--- config.mk ---
export PLATFORM = sky130hd
export DESIGN_NAME = alarm_compare_ctrl
export DESIGN_NICKNAME = d
export VERILOG_FILES = /design/src/rtl/alarm_pkg.sv /design/src/rtl/alarm_ch_bank.sv /design/src/rtl/alarm_compare_ctrl.sv
export SDC_FILE = /design/constraint.sdc
export NUM_CORES = 1
export LEC_CHECK = 0
export ABC_AREA = 1
export CAP_MARGIN = 20
export CORE_ASPECT_RATIO = 1.1
export CORE_UTILIZATION = 30
export DETAILED_ROUTE_END_ITERATION = 8
export PLACE_DENSITY = 0.55
export SYNTH_ARGS = -nofsm -noshare
export SYNTH_HDL_FRONTEND = slang
export SYNTH_HIERARCHICAL = 1
export SYNTH_SLANG_ARGS = --single-unit
--- constraint.sdc ---
create_clock -name clk -period 3.14 [get_ports clk]
set_clock_uncertainty 0.15 [all_clocks]
set_input_delay 0.628 -clock clk [delete_from_list [all_inputs] [get_ports clk]]
set_output_delay 0.628 -clock clk [all_outputs]
set_load 0.01 [all_outputs]
--- src/rtl/alarm_pkg.sv ---
// rtl/alarm_pkg.sv - shared types and constants for the alarm compare controller
package alarm_pkg;

    typedef enum logic {
        SC_IDLE,
        SC_RUN
    } scan_state_t;

    typedef enum logic [1:0] {
        R_IDLE,
        R_RING,
        R_SNOOZE
    } ring_state_t;

    localparam int SNOOZE_S_DEF = 300;
    localparam int RING_S_DEF   = 60;

    function automatic int ch_w(input int n);
        return (n <= 1) ? 1 : $clog2(n);
    endfunction

endpackage

--- src/rtl/alarm_ch_bank.sv ---
// rtl/alarm_ch_bank.sv - alarm time/arm register file with one write port and one read port
module alarm_ch_bank #(
    parameter int NUM_CH = 4,
    parameter int TIME_W = 17,
    parameter int CH_W   = 2
) (
    input  logic              clk,
    input  logic              rst_n,
    input  logic              wr_en,
    input  logic [CH_W-1:0]   wr_ch,
    input  logic [TIME_W-1:0] wr_time,
    input  logic              wr_arm,
    input  logic [CH_W-1:0]   rd_idx,
    output logic [TIME_W-1:0] rd_time,
    output logic              rd_arm
);

    logic [TIME_W-1:0] tm_q  [NUM_CH];
    logic              arm_q [NUM_CH];

    always_ff @(posedge clk or negedge rst_n) begin
        if (!rst_n) begin
            for (int i = 0; i < NUM_CH; i++) begin
                tm_q[i]  <= '0;
                arm_q[i] <= 1'b0;
            end
        end else if (wr_en && (int'(wr_ch) < NUM_CH)) begin
            tm_q[wr_ch]  <= wr_time;
            arm_q[wr_ch] <= wr_arm;
        end
    end

    // Read from the registered copy so a same-cycle write is not seen yet.
    assign rd_time = tm_q[rd_idx];
    assign rd_arm  = arm_q[rd_idx];

endmodule

--- src/rtl/alarm_compare_ctrl.sv ---
// rtl/alarm_compare_ctrl.sv - multi-channel alarm scanner with ring/snooze/timeout state machine
module alarm_compare_ctrl
    import alarm_pkg::*;
#(
    parameter int NUM_CH   = 4,
    parameter int TIME_W   = 17,
    parameter int SNOOZE_S = SNOOZE_S_DEF,
    parameter int RING_S   = RING_S_DEF,
    localparam int CH_W    = ch_w(NUM_CH)
) (
    input  logic              clk,
    input  logic              rst_n,
    input  logic              tick_1hz,
    input  logic [TIME_W-1:0] now_sec,
    input  logic              wr_en,
    input  logic [CH_W-1:0]   wr_ch,
    input  logic [TIME_W-1:0] wr_time,
    input  logic              wr_arm,
    input  logic              ack,
    input  logic              snooze,
    output logic              alarm,
    output logic [CH_W-1:0]   alarm_ch,
    output logic              snoozing,
    output logic [NUM_CH-1:0] pending,
    output logic              scan_busy,
    output logic              missed,
    output logic              overrun
);

    localparam int SNZ_W = (SNOOZE_S < 1) ? 1 : $clog2(SNOOZE_S + 1);
    localparam int RNG_W = (RING_S < 1) ? 1 : $clog2(RING_S + 1);

    scan_state_t       sc_q, sc_d;
    logic [CH_W-1:0]   idx_q, idx_d;
    logic [TIME_W-1:0] now_q, now_d;
    logic              overrun_q, overrun_d;

    ring_state_t       rs_q, rs_d;
    logic [CH_W-1:0]   ach_q, ach_d;
    logic [RNG_W-1:0]  ring_cnt_q, ring_cnt_d;
    logic [SNZ_W-1:0]  snz_cnt_q, snz_cnt_d;
    logic              missed_q, missed_d;
    logic [NUM_CH-1:0] pending_q, pending_d;

    logic [TIME_W-1:0] rd_time;
    logic              rd_arm;
    logic              hit;
    logic              cancel;
    logic [CH_W-1:0]   low_idx;
    logic [NUM_CH-1:0] set_mask, clr_mask;

    alarm_ch_bank #(
        .NUM_CH (NUM_CH),
        .TIME_W (TIME_W),
        .CH_W   (CH_W)
    ) u_bank (
        .clk     (clk),
        .rst_n   (rst_n),
        .wr_en   (wr_en),
        .wr_ch   (wr_ch),
        .wr_time (wr_time),
        .wr_arm  (wr_arm),
        .rd_idx  (idx_q),
        .rd_time (rd_time),
        .rd_arm  (rd_arm)
    );

    always_comb begin
        sc_d      = sc_q;
        idx_d     = idx_q;
        now_d     = now_q;
        overrun_d = overrun_q;
        case (sc_q)
            SC_IDLE: begin
                if (tick_1hz) begin
                    now_d = now_sec;
                    idx_d = '0;
                    sc_d  = SC_RUN;
                end
            end
            SC_RUN: begin
                if (tick_1hz) begin
                    overrun_d = 1'b1;
                end
                if (idx_q == CH_W'(NUM_CH - 1)) begin
                    sc_d = SC_IDLE;
                end else begin
                    idx_d = idx_q + CH_W'(1);
                end
            end
            default: sc_d = SC_IDLE;
        endcase
    end

    assign hit    = (sc_q == SC_RUN) && rd_arm && (rd_time == now_q);
    assign cancel = wr_en && !wr_arm && (wr_ch == ach_q) && (rs_q != R_IDLE);

    always_comb begin
        low_idx = '0;
        for (int i = NUM_CH - 1; i >= 0; i--) begin
            if (pending_q[i]) begin
                low_idx = CH_W'(i);
            end
        end
    end

    always_comb begin
        rs_d       = rs_q;
        ach_d      = ach_q;
        ring_cnt_d = ring_cnt_q;
        snz_cnt_d  = snz_cnt_q;
        missed_d   = 1'b0;
        set_mask   = '0;
        clr_mask   = '0;
        if (hit) begin
            set_mask[idx_q] = 1'b1;
        end
        if (cancel) begin
            clr_mask[wr_ch] = 1'b1;
        end
        case (rs_q)
            R_IDLE: begin
                if (|pending_q) begin
                    rs_d              = R_RING;
                    ach_d             = low_idx;
                    clr_mask[low_idx] = 1'b1;
                    ring_cnt_d        = '0;
                end
            end
            R_RING: begin
                if (cancel || ack) begin
                    rs_d = R_IDLE;
                end else if (snooze) begin
                    rs_d      = R_SNOOZE;
                    snz_cnt_d = SNZ_W'(SNOOZE_S);
                end else if (tick_1hz) begin
                    if (ring_cnt_q >= RNG_W'(RING_S - 1)) begin
                        missed_d   = 1'b1;
                        rs_d       = R_IDLE;
                        ring_cnt_d = RNG_W'(RING_S);
                    end else begin
                        ring_cnt_d = ring_cnt_q + RNG_W'(1);
                    end
                end
            end
            R_SNOOZE: begin
                if (cancel) begin
                    rs_d = R_IDLE;
                end else if (tick_1hz) begin
                    if (snz_cnt_q <= SNZ_W'(1)) begin
                        rs_d       = R_RING;
                        snz_cnt_d  = '0;
                        ring_cnt_d = '0;
                    end else begin
                        snz_cnt_d = snz_cnt_q - SNZ_W'(1);
                    end
                end
            end
            default: rs_d = R_IDLE;
        endcase
        // A fresh match wins over a same-cycle clear so it is never lost.
        pending_d = (pending_q & ~clr_mask) | set_mask;
    end

    always_ff @(posedge clk or negedge rst_n) begin
        if (!rst_n) begin
            sc_q       <= SC_IDLE;
            idx_q      <= '0;
            now_q      <= '0;
            overrun_q  <= 1'b0;
            rs_q       <= R_IDLE;
            ach_q      <= '0;
            ring_cnt_q <= '0;
            snz_cnt_q  <= '0;
            missed_q   <= 1'b0;
            pending_q  <= '0;
        end else begin
            sc_q       <= sc_d;
            idx_q      <= idx_d;
            now_q      <= now_d;
            overrun_q  <= overrun_d;
            rs_q       <= rs_d;
            ach_q      <= ach_d;
            ring_cnt_q <= ring_cnt_d;
            snz_cnt_q  <= snz_cnt_d;
            missed_q   <= missed_d;
            pending_q  <= pending_d;
        end
    end

    assign alarm     = (rs_q == R_RING);
    assign snoozing  = (rs_q == R_SNOOZE);
    assign alarm_ch  = ach_q;
    assign pending   = pending_q;
    assign scan_busy = (sc_q == SC_RUN);
    assign missed    = missed_q;
    assign overrun   = overrun_q;

endmodule

# Word level (Yosys, flattened, before mapping)
# Index checks and enable logic that the tools add are counted.
[word_totals] wordCells=142 out_inout_bits=11 in_bits=43 regBits=117
[op_classes] n_mux=61 add_sub_neg=3 n_reduce_logical=23 n_eq_ne=19 n_lt_le_gt_ge=11 bitwise=7
[ops] operator="$bwmux 68" n=1
[ops] operator="$mux 17" n=3
[ops] operator="$mux 6" n=8
[ops] operator="$mux 9" n=5
[ops] operator="$bmux 17 s2" n=1
[ops] operator="$demux 17 s2" n=1
[ops] operator="$mux 2" n=14
[ops] operator="$ne 2x2->1 const B" n=9
[ops] operator="$pmux 6 s3" n=1
[ops] operator="$pmux 9 s2" n=1
[ops] operator="$eq 17x17->1" n=1
[ops] operator="$mux 4" n=4
[ops] operator="$mux 1" n=13
[ops] operator="$reduce_and 5->1" n=2
[ops] operator="$le 9x1->1 const B" n=1
[ops] operator="$logic_and 1x1->1" n=9
[ops] operator="$lt 2x3->1 const B" n=3
[ops] operator="$sub 9x1->9 const B" n=1
[ops] operator="$demux 1 s2" n=4
[ops] operator="$or 4x4->4" n=2
[ops] operator="$reduce_and 2->1" n=4
[ops] operator="$reduce_and 8->1" n=1
[ops] operator="$add 6x1->6 const B" n=1
[ops] operator="$ge 2x1->1 const B" n=3
[ops] operator="27 further kinds" n=31

# Logic depth before layout (Yosys ltp)
# Gate-level depths: netlist (run 1).
[depth] ltp_word=14 ltp_mapped=14 depth_no_buf=12

# By module
# Netlist (run 1), hierarchy kept.
[modules_own_cells] mod="alarm_ch_bank" seq_area_each_um2=1801.7 cells_each=524 area_per_inst_um2=3813.7 n_inst=1
[modules_own_cells] mod="alarm_compare_ctrl" seq_area_each_um2=1126.1 cells_each=354 area_per_inst_um2=2686.3 n_inst=1

# Worst setup path before layout (run 1)
# OpenSTA, ideal clock, no wires.
[synth_path] kind="register -> register" startpoint="register idx_q[0]" endpoint="register pending_q[1], in the netlist pending[1]" t_arrival_ns=1.780 path_buffers=2 setup_slack_ns=1.145 period_less_slack_ns=1.995 t_required_ns=2.925 stages_incl_launch_ff=15 cell_sequence="dfrtp_1 buf_2 clkinv_1 buf_2 nand2_1 nand3_1 nand2_1 inv_1 nand2_1 nand2_1 nor3_1 nand3_1 nor2_1 nand3_1 nand2_1"
[synth_via] elab_chain_cells=8 elab_cells_between_ends=17 cone_classes="order compare (2); eq/ne (1); mux (9); bitwise (2); reduce/logical (3)"
[synth_rtl] element="start, declared" line_no="alarm_compare_ctrl.sv:34" text="logic [CH_W-1:0] idx_q, idx_d;"
[synth_rtl] element="start signal, assigned" line_no="alarm_compare_ctrl.sv:179" text="idx_q <= idx_d;"
[synth_rtl] element="$not 2->3 (not written as such)" line_no="alarm_ch_bank.sv:34" text="assign rd_time = tm_q[rd_idx];"
[synth_rtl] element="$bmux 17 s2" line_no="alarm_ch_bank.sv:34"
[synth_rtl] element="$mux 17 (not written as such) (2 in a row)" line_no="alarm_ch_bank.sv:34"
[synth_rtl] element="net rd_time[10]" line_no="alarm_compare_ctrl.sv:45" text="logic [TIME_W-1:0] rd_time;"
[synth_rtl] element="$eq 17x17->1" line_no="alarm_compare_ctrl.sv:95" text="assign hit = (sc_q == SC_RUN) && rd_arm && (rd_time == now_q);"
[synth_rtl] element="$logic_and 1x1->1" line_no="alarm_compare_ctrl.sv:95"
[synth_rtl] element="$mux 4" line_no="alarm_compare_ctrl.sv:115" text="if (hit) begin"
[synth_rtl] element="$or 4x4->4" line_no="alarm_compare_ctrl.sv:162" text="pending_d = (pending_q & ~clr_mask) | set_mask;"
[synth_rtl] element="net pending_d[1]" line_no="alarm_compare_ctrl.sv:43" text="logic [NUM_CH-1:0] pending_q, pending_d;"
[synth_rtl] element="end signal, assigned" line_no="alarm_compare_ctrl.sv:187" text="pending_q <= pending_d;"
[synth_rtl] element="end, declared" line_no="alarm_compare_ctrl.sv:43"
# The timed path passes the listed nets, and every way through them passes these cells. The select of a mux whose other input is x is not followed.
# A chain may end at the register's enable or synchronous reset.

# Worst setup path in the final report (run 1)
[layout_path] startpoint="register rs_q[1]" endpoint="output snoozing"
[layout_via] elab_chain_cells=1
[layout_rtl] element="start, declared" line_no="alarm_compare_ctrl.sv:38" text="ring_state_t rs_q, rs_d;"
[layout_rtl] element="start signal, assigned" line_no="alarm_compare_ctrl.sv:182" text="rs_q <= rs_d;"
[layout_rtl] element="$eq 2x2->1" line_no="alarm_compare_ctrl.sv:192" text="assign snoozing = (rs_q == R_SNOOZE);"
[layout_rtl] element="end, declared" line_no="alarm_compare_ctrl.sv:23" text="output logic snoozing,"
# No other way between the ends.

==> results_dict.tcl, run 1 <==
set metrics [dict create \
    finalCritPeriodShare_pct 81.2 \
    finalSetupTns_ns 0 \
    holdWs_ns 0.128 \
    syn_area_per_cell_sq_um 7.40 \
    max-clock-path-buffers 2 \
    dieWidth_um 142 \
    antenna_found_initial 0 \
    grt_pass1_wl_um 28300 \
    start_kind "flip-flop" \
    cp.arrival_ns 1.77 \
    dieHeight_um 156 \
    fin_ws_ns 0.589 \
    rows 56 \
    powerDensity_nw_per_um2 846 \
    final_cell_count_no_fill 1230 \
    dr.max_layer_used "met4" \
    drt_iter0_markers 383 \
    place.port_buffers 53 \
    start_util_pct 30.5 \
    leakagePower_nw 4.11 \
    wl_met2_um 8090 \
    clkLatencyLatePin_ns 0.41 \
    peakVddDrop_mv 0.480 \
    crit_type "reg -> out" \
    grt_pass1_vias 5346 \
    synth_area_leaders "dfrtp_1 (45%), nand2_1 (18%), inv_1 (7.4%)" \
    rsz0062_at_grt "false" \
    ios 54 \
    syn_area_sq_um 6500 \
    cts_setup_buffers 0 \
    dpl_cell_area_sq_um 7280 \
    wl_met1_um 7960 \
    place_worst_setup_slack_ns 0.434 \
    place_congestion 0.817 \
    hold_viol 0 \
    grt_max_degree 53 \
    final_cell_area_sq_um 7860 \
    place_inst 1199 \
    cts_resized 0 \
    critical_path_required_ns 2.36 \
    max-slew-margin-rel_pct 34.0 \
    cts-hold-fix-buffers 0 \
    outcome "complete, no violations" \
    cts_tree "yes" \
    worstPathMaxFanout 9 \
    core_sq_um 21300 \
    n_antenna_cell 0 \
    cts-htree-levels 4 \
    drive_gt1_share_pct 8.51 \
    worstHoldPathType "in -> async" \
    grt_usage_pct 16.6 \
    syn_nets 928 \
    wl_um 17200 \
    met3_length_um 942 \
    die_area_sq_um 22300 \
    drv_slew 0 \
    synth_edf_count 0 \
    antenna_left 0 \
    grt-ovfl-total 0 \
    finalSetupViolCount 0 \
    wl_per_cell_um 14.0 \
    dpl.hpwl_um 11500 \
    tightest_slew_ns 0.990 \
    yosysTopAreaCell "dfrtp_1" \
    synth_cell_types 36 \
    period_minus_slack_ns 2.55 \
    synth_top_area_share_pct 45.0 \
    maxCapViolCount 0 \
    numCtsBuffers 17 \
    clock-root-buffer "clkbuf_16" \
    critPathCaptureType "primary output" \
    yosys_warnings 6 \
    synth-seq-cells 117 \
    synth_flop_cell "dfrtp_1" \
    finalNetCount 978 \
    async_flop_share_pct 100 \
    syn_inst 878 \
    syn_to_final_growth_pct 21.0 \
    clkTransAtPathRegs_ns 0.06 \
    route.vias.total 5588 \
    cts_num_sinks 117 \
    drc 0 \
    viasPerCell 4.54 \
    seq_area_frac_synth_pct 45.0 \
    max_freq_mhz 392 \
    drt_pass1_iterations 4 \
]
==> cells in the final DEF, fill, tap and decap left out, types with 6 or more instances in the layout <==
| master | n |
|---|---|
| mux2_2 | 10 |
| inv_1 | 129 |
| ha_1 | 7 |
| o21ai_0 | 21 |
| inv_2 | 8 |
| nand3_1 | 95 |
| buf_4 | 10 |
| clkdlybuf4s50_1 | 51 |
| xor2_1 | 6 |
| dfrtp_1 | 117 |
| a21oi_1 | 12 |
| nand4_1 | 42 |
| clkbuf_16 | 17 |
| nand2_1 | 312 |
| nor2_1 | 43 |
==> state kept, by name (all words and copies together) (netlist names) <==
| name | count |
|---|---|
| alarm_ch | 2 |
| ring_cnt_q | 6 |
| rs_q | 2 |
| now_q | 17 |
| pending | 4 |
| idx_q | 2 |
| u_bank/tm_q | 68 |
| missed | 1 |
| scan_busy | 1 |
| u_bank/arm_q | 4 |
| snz_cnt_q | 9 |
| overrun | 1 |
==> layout make-up <==
type                       count  area, sq um
fill                        2325        13400
sequential                   117         2930
tap                          290          363
clock buffer                  22          454
timing repair buffer          64          631
inverter                     139          522
clock inverter                 9          129
multi-input combinational    589         2840
==> cell usage after synthesis (4+ instances only) <==
cell and instances:
clkbuf_1 6, nand4_1 42, xor2_1 6, inv_2 8, o22ai_1 4, a21oi_1 12, mux2_2 10, o21ai_1 4
ha_1 7, nand2_4 4, nor2_2 4, buf_6 7, nor2_1 43, nand2_1 312, nand2_2 4, inv_1 129
dfrtp_1 117, o21ai_0 21, nand3_1 95, buf_4 5, buf_2 13
==> worst paths after layout <==
kind | start | cells after the start | slack, ns | endpoint
min reg2reg | u_bank/tm_q[44] | 2 | 0.32 | u_bank/tm_q[44]
max | rs_q[1] | 3 | 0.59 | snoozing
max reg2reg | idx_q[1] | 10 | 0.76 | pending[3]
min in group clk | u_bank/tm_q[44] | 2 | 0.32 | u_bank/tm_q[44]
min | rst_n | 1 | 0.13 | u_bank/tm_q[29]
max in group asynchronous | rst_n | 2 | 2.05 | u_bank/arm_q[3]
==> stage by stage <==
step / total power [W] / util [%]
6_report: 0.00665 / 36.9
5_1_grt: 0.00717 / 36.9
4_1_cts: 0.00672 / 36.9
3_5_place_dp: 0.00474 / 34.2
3_3_place_gp: 0.00471 / 34.2
2_1_floorplan: 0.00398 / -
==> layer usage <==
metal  vias to the layer above  track usage, %
met2                       115            27.0
li1                       2852               -
met4                         0            4.35
met1                      2610            22.3
met5                         -               0
met3                        11            3.43
==> critical path: stages, from the launching register on <==
cell	delay, ns
dfrtp_1	0.45
inv_2	0.08
nor2_4	0.24
clkdlybuf4s50_1	0.59
==> report_power, final <==
group          internal, W  switching [W]  leakage [nW]
clock              0.00126       0.000684         0.280
sequential         0.00188       0.000271          1.45
combinational     0.000921        0.00163          2.38
total              0.00406        0.00259          4.11
==> kinds of logic after synthesis <==
| family | count (synthesis) | synth area share (%) |
|---|---|---|
| adder cells (fa/ha/maj) | 7 | 1.35 |
| multiplexers | 10 | 1.73 |
| XOR/XNOR | 9 | 1.21 |
| buffers and inverters | 172 | 11.3 |
| AND/OR/NAND/NOR | 517 | 35.5 |
| flip-flops | 117 | 45.0 |
| AO/OA/AOI/OAI | 46 | 3.83 |
Power figures use the tool's default switching activity.
==> run 2: changes to the inputs <==
==> constraint.sdc (replaced) <==
create_clock -name clk -period 2.6 [get_ports clk]
set_clock_uncertainty 0.15 [all_clocks]
set_input_delay 0.52 -clock clk [delete_from_list [all_inputs] [get_ports clk]]
set_output_delay 0.52 -clock clk [all_outputs]
set_load 0.01 [all_outputs]
==> run 2 against run 1 <==
Against the previous run:
- sequential cell count unchanged
- register-to-register slack got worse by 0.22 ns
- hold slack better by 0.19 ns
- critical endpoint unchanged
==> results_dict.tcl, run 2 (same netlist as run 1, synthesis figures left out) <==
set metrics [dict create \
    numCtsBuffers 17 \
    final_cell_mix "nand2_1 (312), inv_1 (129), dfrtp_1 (117)" \
    cts-htree-levels 4 \
    hold_viol 0 \
    dpl_cell_area_sq_um 7350 \
    critPathCaptureType "primary output" \
    grt_pass1_wl_um 28100 \
    fillers 2326 \
    ios 54 \
    drv_slew 0 \
    slowest_delay_ns 0.59 \
    critical_path_required_ns 1.93 \
    finalSetupViolCount 0 \
    drt_iter0_markers 340 \
    powerDensity_nw_per_um2 1020 \
    peakVddDrop_mv 0.527 \
    start_kind "flip-flop" \
    max_freq_mhz 407 \
    outcome "complete, no violations" \
    antenna_left 0 \
    max-clock-path-buffers 2 \
    clock-root-buffer "clkbuf_16" \
    worstPathMaxFanout 9 \
    top_register "u_bank/tm_q" \
    path_buf_inv 2 \
    viasPerCell 4.55 \
    rows 56 \
    grt_pass1_vias 5373 \
    clkTransAtPathRegs_ns 0.05 \
    start_util_pct 30.5 \
    finalCritPeriodShare_pct 94.4 \
    grt-ovfl-total 0 \
    cts_setup_buffers 0 \
    dieWidth_um 142 \
    place_inst 1205 \
    drc 0 \
    period_minus_slack_ns 2.45 \
    n_antenna_cell 0 \
    clkLatencyLatePin_ns 0.42 \
    finalPower_w 0.00807 \
    rsz0062_at_grt "false" \
    tightest_slew_ns 0.400 \
    wl_per_cell_um 13.6 \
    grt_usage_pct 16.4 \
    cp_cell_sequence "inv_2 > nor2_4 > clkdlybuf4s50_1" \
    holdWs_ns 0.318 \
    maxCapViolCount 0 \
    drt_pass1_iterations 5 \
    worstHoldPathType "reg -> reg" \
    final_cell_area_sq_um 7940 \
    holdPathStages 2 \
    finalNetCount 985 \
    place.port_buffers 53 \
    place_congestion 0.833 \
    wl_um 16800 \
    antenna_found_initial 0 \
    die_area_sq_um 22300 \
    cp.arrival_ns 1.78 \
    cp_slowest_cell "clkdlybuf4s50_1" \
    crit_type "reg -> out" \
    mostFrequentLayoutCell "nand2_1" \
    syn_to_final_growth_pct 22.2 \
    cts_num_sinks 117 \
    drive_gt1_share_pct 9.18 \
    cts_tree "yes" \
    critPathTopFamily "buffers and inverters" \
    max-slew-margin-rel_pct 73.3 \
    cp_num_cells 3 \
    reg_top3 "u_bank/tm_q x68, now_q x17, snz_cnt_q x9" \
    dieHeight_um 156 \
    route.vias.total 5627 \
    finalSetupTns_ns 0 \
    r2r_cells 12 \
    largest_reg_flops 68 \
    grt_max_degree 64 \
    dpl.hpwl_um 11200 \
    final_cell_count_no_fill 1238 \
    leakagePower_nw 4.15 \
    core_sq_um 21300 \
]
## run 2: cell types whose count changed in the layout (fill, tap and decap cells not counted)
cell	delta
bufinv_16	-1
clkbuf_8	+2
buf_12	+2
buf_4	+4
dlygate4sd3_1	+1
## run 2: metal layers
metal	vias to the layer above	routed length, um	share of wire [%]	GRT usage (%)
li1	2865	-	-	-
met1	2614	8130	48	22.7
met2	128	7700	46	25.4
met3	20	736	4.4	3.24
met4	0	261	1.6	5.73
met5	-	0	0	0
## run 2: final cells by class
class                           instances  area [sq um]  area share [%]
Timing Repair Buffer                   71           711            8.95
Multi-Input combinational cell        589          2840            35.7
Clock inverter                          8          98.8            1.24
Sequential cell                       117          2930            36.9
Inverter                              139           522            6.57
Tap cell                              290           363            4.57
Clock buffer                           24           482            6.07
## run 2: where the power goes
group | switching, W | total (W) | internal, W
clock network | 0.000833 | 0.00231 | 0.00148
logic | 0.00197 | 0.00314 | 0.00117
registers | 0.000337 | 0.00261 | 0.00227
## run 2: worst register-to-register path, cell delays in order (launching register included)
cell and delay (ns):
dfrtp_1 0.43, clkinv_1 0.06, buf_4 0.27, nand3_1 0.14
nand2_1 0.15, inv_1 0.06, nand2_1 0.05, nand2_1 0.05
nor3_1 0.13, nand3_1 0.10, nor2_1 0.23, nand3_1 0.12
nand2_1 0.07
## run 2: metrics by stage
| stage | utilization [%] | worst slack (ns) |
|---|---|---|
| after detailed placement | 34.5 | 0.282 |
| after global routing | 37.3 | 0.0728 |
| final | 37.3 | 0.145 |
| after global placement | 34.5 | 0.313 |
| after floorplan | - | 0.605 |
| after CTS | 37.3 | 0.139 |
## run 2: worst paths after layout
| check | endpoint | slack (ns) | from |
|---|---|---|---|
| worst max-delay path | snoozing | 0.15 | rs_q[1] |
| worst min register to register | u_bank/tm_q[53] | 0.32 | u_bank/tm_q[53] |
| worst min-delay path | u_bank/tm_q[53] | 0.32 | u_bank/tm_q[53] |
| max in group asynchronous | snz_cnt_q[7] | 1.15 | rst_n |
| worst max register to register | pending[3] | 0.54 | idx_q[1] |
| min in group asynchronous | u_bank/tm_q[12] | 0.41 | rst_n |
## run 2: what timing repair did
item,in CTS,in global routing
gates resized for setup,0,0
endpoints found under the hold margin,24,0
hold buffers,1,0
==> run 3: changes to the inputs <==
--- a/config.mk
+++ b/config.mk
@@ -11,6 +11,7 @@
 export CORE_UTILIZATION = 30
 export DETAILED_ROUTE_END_ITERATION = 8
 export PLACE_DENSITY = 0.55
+export RECOVER_POWER = 100
 export SYNTH_ARGS = -nofsm -noshare
 export SYNTH_HDL_FRONTEND = slang
 export SYNTH_HIERARCHICAL = 1
==> run 3 against run 2 <==
Against the previous run:
- register-to-register slack worse by 0.16 ns
- clock power is essentially flat
- hold slack about the same
==> results_dict.tcl, run 3 (same netlist as run 1, synthesis figures left out) <==
set metrics [dict create \
    outcome "complete, no violations" \
    grt_pass1_wl_um 28100 \
    max-clock-path-buffers 2 \
    dpl.hpwl_um 11200 \
    max-slew-margin-rel_pct 39.2 \
    top_register "u_bank/tm_q" \
    cts-htree-levels 4 \
    cts_resized 0 \
    drt_iter0_markers 362 \
    finalNetCount 985 \
    grt_max_degree 64 \
    rows 56 \
    drv_slew 0 \
    viasPerCell 4.56 \
    critical_path_required_ns 1.93 \
    finalCritPeriodShare_pct 95.0 \
    start_kind "flip-flop" \
    finalSetupViolCount 0 \
    wl_um 16800 \
    fillers 2344 \
    route.vias.total 5642 \
    largest_reg_flops 68 \
    core_sq_um 21300 \
    period_minus_slack_ns 2.47 \
    rsz0062_at_grt "false" \
    place_congestion 0.833 \
    dieWidth_um 142 \
    die_area_sq_um 22300 \
    crit_type "reg -> out" \
    hold_viol 0 \
    mostFrequentLayoutCell "nand2_1" \
    cts-hold-fix-buffers 1 \
    critPathCaptureType "primary output" \
    worstPathMaxFanout 9 \
    regArea_sq_um 2930 \
    place.port_buffers 53 \
    numCtsBuffers 17 \
    tightest_slew_ns 0.913 \
    holdWs_ns 0.318 \
    syn_to_final_growth_pct 20.3 \
    cts_setup_buffers 0 \
    ios 54 \
    leakagePower_nw 4.13 \
    start_util_pct 30.5 \
    drc 0 \
    cts_num_sinks 117 \
    grt-ovfl-total 0 \
    finalSetupTns_ns 0 \
    drive_gt1_share_pct 8.23 \
    n_antenna_cell 0 \
    dieHeight_um 156 \
    wl_per_cell_um 13.6 \
    worstHoldPathType "reg -> reg" \
    powerDensity_nw_per_um2 1020 \
    antenna_left 0 \
    drt_pass1_iterations 4 \
    clkLatencyLatePin_ns 0.42 \
    maxCapViolCount 0 \
    clock-root-buffer "clkbuf_16" \
    cp.arrival_ns 1.80 \
    reg_top3 "u_bank/tm_q x68, now_q x17, snz_cnt_q x9" \
    clkTransAtPathRegs_ns 0.05 \
    antenna_found_initial 0 \
    multi_input_area_sq_um 2760 \
    cts_tree "yes" \
    grt_pass1_vias 5373 \
    peakVddDrop_mv 0.522 \
    grt_usage_pct 16.4 \
    final_cell_mix "nand2_1 (314), inv_1 (131), dfrtp_1 (117)" \
    max_freq_mhz 405 \
]
-- run 3: changes by cell type in the layout (fill, tap and decap cells not counted), moves of 4 or more --
| cell | before | now |
|---|---|---|
| dlygate4sd3_1 | 1 | 13 |
| nand2_4 | 4 | 0 |
| nand3_1 | 95 | 99 |
| clkdlybuf4s50_1 | 51 | 39 |
-- run 3: worst max-delay path: stages (launching register included) --
cell and delay (ns):
dfrtp_1 0.44, inv_1 0.11, nor2_4 0.24, clkdlybuf4s50_1 0.59
-- run 3: per-layer routing --
metal  track usage, %  wire (um)  vias to the layer above
met5                0          0                        -
li1                 -          -                     2860
met2             25.4       7720                      135
met1             22.7       8040                     2627
met3             3.24        788                       20
met4             5.73        261                        0
-- run 3: layout make-up --
type / count / share of cell area, %
Sequential cell: 117 / 37.4
Clock buffer: 24 / 6.16
Inverter: 139 / 6.67
Multi-Input combinational cell: 589 / 35.3
Timing Repair Buffer: 71 / 8.51
Tap cell: 290 / 4.64
Clock inverter: 8 / 1.26
-- run 3: path summary, 6_finish.rpt --
path	startpoint	slack, ns	cells past startpoint	end
worst min register to register	u_bank/tm_q[53]	0.32	2	u_bank/tm_q[53]
min in group asynchronous	rst_n	0.40	2	u_bank/tm_q[12]
worst max-delay path	rs_q[1]	0.13	3	snoozing
max in group asynchronous	rst_n	0.64	3	now_q[5]
worst max register to register	idx_q[0]	0.38	12	pending[3]
worst min-delay path	u_bank/tm_q[53]	0.32	2	u_bank/tm_q[53]
-- run 3: through the flow --
step / power, W / utilization [%] / instance area (sq um) / worst slack (ns) / instances
2_1_floorplan: 0.00480 / - / 6500 / 0.605 / 878
6_report: 0.00796 / 36.7 / 7820 / 0.129 / 1238
5_1_grt: 0.00859 / 36.7 / 7820 / 0.0407 / 1238
4_1_cts: 0.00813 / 37.3 / 7940 / 0.139 / 1238
3_5_place_dp: 0.00578 / 34.5 / 7350 / 0.282 / 1205
3_3_place_gp: 0.00574 / 34.5 / 7350 / 0.313 / 1205
-- run 3: where the power goes --
group	internal (W)	switching, W
Sequential	0.00227	0.000333
Combinational	0.00111	0.00193
Clock	0.00148	0.000831
Total	0.00486	0.00310
==> variant, RTL diff (settings of run 2) <==
Change the package constant `SNOOZE_S_DEF` from 300 to 150.
--- a/src/rtl/alarm_pkg.sv
+++ b/src/rtl/alarm_pkg.sv
@@ -14,3 +14,3 @@
 
-    localparam int SNOOZE_S_DEF = 300;
+    localparam int SNOOZE_S_DEF = 150;
     localparam int RING_S_DEF   = 60;
Check against the original RTL: no difference found for any inputs over 4 cycles, from zero or initial values and one cycle with rst_n low; that may be too few to reach the edited logic, so the function may still have changed.
==> variant against run 2 <==
Cell area grew 0.30%; fmax grew 1.2%; non-clock buffer count grew 4; setup slack gained 0.029 ns; sequential cell count shrank 1; global-route usage grew 0.29 points; die area grew 0.44%; first-iteration DRC count grew 2.6%; power shrank 5.3%; critical path depth grew 1; synthesized area grew 0.44%; sequential power shrank 3%; wire length grew 0.74%; critical path type unchanged; highest routed layer unchanged.
==> variant: results (changes against run 2) <==
stage;metric;value;unit;change
critical_path;worstReg2RegStart;snz_cnt_q[0]$_DFFE_PN0P_;;
min_path;hp-start;overrun$_DFFE_PN0P_;;
critical_path;crit_path_max_incr_delay;0.55;ns;-0.04 ns
finish;fraction_of_layout_cells_with_a_size_suffix_above_1;10.1;%;+0.93 points
placed_design;standard_cell_area_after_detailed_placement;7390;um2;+0.51%
logic_synthesis;number_of_standard_cells_after_synthesis;857;;-2.4%
min_path;cell_depth_of_the_worst_min_delay_path;1;;-1
logic_synthesis;unique_masters_post_synth;42;;+17%
finish;stdcell_count;1220;;-1.5%
power;switching_share;38.1;%;-0.87 points
finish;fill_cells;2263;;-2.7%
power;vdd.ir_drop.worst;0.455;mV;-14%
critical_path;cp.arrival;1.76;ns;-0.02 ns
logic_synthesis;synth.net_count;907;;-2.3%
drt;met1_length;8480;um;+4.2%
critical_path;register_to_register_setup_slack;0.56;ns;+0.02 ns
timing;finalCriticalPeriod;2.43;ns;-0.0285 ns
global_route;first_global_vias;5324;;-0.91%
placed_design;pre_cts_worst_setup_slack;0.132;ns;-0.150 ns
critical_path;setup.worst_path.start;rs_q[0]$_DFFE_PN0P_;;
drt;drt_iter0_drc;349;;+2.6%
timing;max_slew.worst_pin.slew;0.568;ns;+0.168 ns
global_route;grt_max_degree;54;;-16%
min_path;timing.hold.worst_endpoint;overrun$_DFFE_PN0P_;;
placed_design;post-dp-hpwl;11600;um;+3.3%
drt;routed_wire_length_per_instance;13.9;um;+2.2%
outcome;outcome;completed;;
timing;finalHoldWorstSlack;0.302;ns;-0.0156 ns
finish;final_net_count;967;;-1.8%
logic_synthesis;synth.top_cells.by_area;dfrtp_1 (44%), nand2_1 (17%), inv_1 (7.1%);;
drt;route.met2.wl;7430;um;-3.6%
drt;vias;5568;;-1.0%
variant: power by group through the flow:
stage / registers [mW] / logic [mW] / clock network [mW]
4_1_cts: 2.54 / 2.87 / 2.30
3_5_place_dp: 2.56 / 2.86 / 0
6_report: 2.54 / 2.85 / 2.26
5_1_grt: 2.61 / 3.24 / 2.39
2_1_floorplan: 2.49 / 2.02 / 0
3_3_place_gp: 2.57 / 2.81 / 0
variant: timing repair:
item                                    CTS  global route
hold buffers                              1             0
endpoints found under the hold margin    35             0
endpoints found under the setup margin    0             0
buffers inserted                          0             0
variant: worst reg2reg max path: cells and delay by family, from the launching register on:
kind	cells	cell delay [ns]
fa+ha+maj	1	0.30
buf+inv	2	0.26
flops	1	0.43
simple gates	7	0.80
variant: final cells by class:
| type | instances | area, um2 | share of cell area, % |
|---|---|---|---|
| clock buffers | 24 | 492 | 6.17 |
| clock inverters | 8 | 75.1 | 0.943 |
| inverters | 134 | 510 | 6.41 |
| multi-input cells | 573 | 2870 | 36.0 |
| flip-flops and latches | 116 | 2900 | 36.4 |
| well taps | 290 | 363 | 4.56 |
| repair buffers | 75 | 753 | 9.46 |
variant: layer usage:
layer	GRT usage, %	up-vias
met5	0	-
met4	4.66	0
met1	23.4	2606
li1	-	2830
met3	4.01	14
met2	25.5	118
variant: kinds of logic after synthesis:
group / share of synthesized area, %
AND/OR/NAND/NOR: 35.3
buffers and inverters: 11.6
flip-flops: 44.5
AO/OA/AOI/OAI: 4.16
multiplexers: 2.24
XOR/XNOR: 0.939
adder cells (fa/ha/maj): 1.34
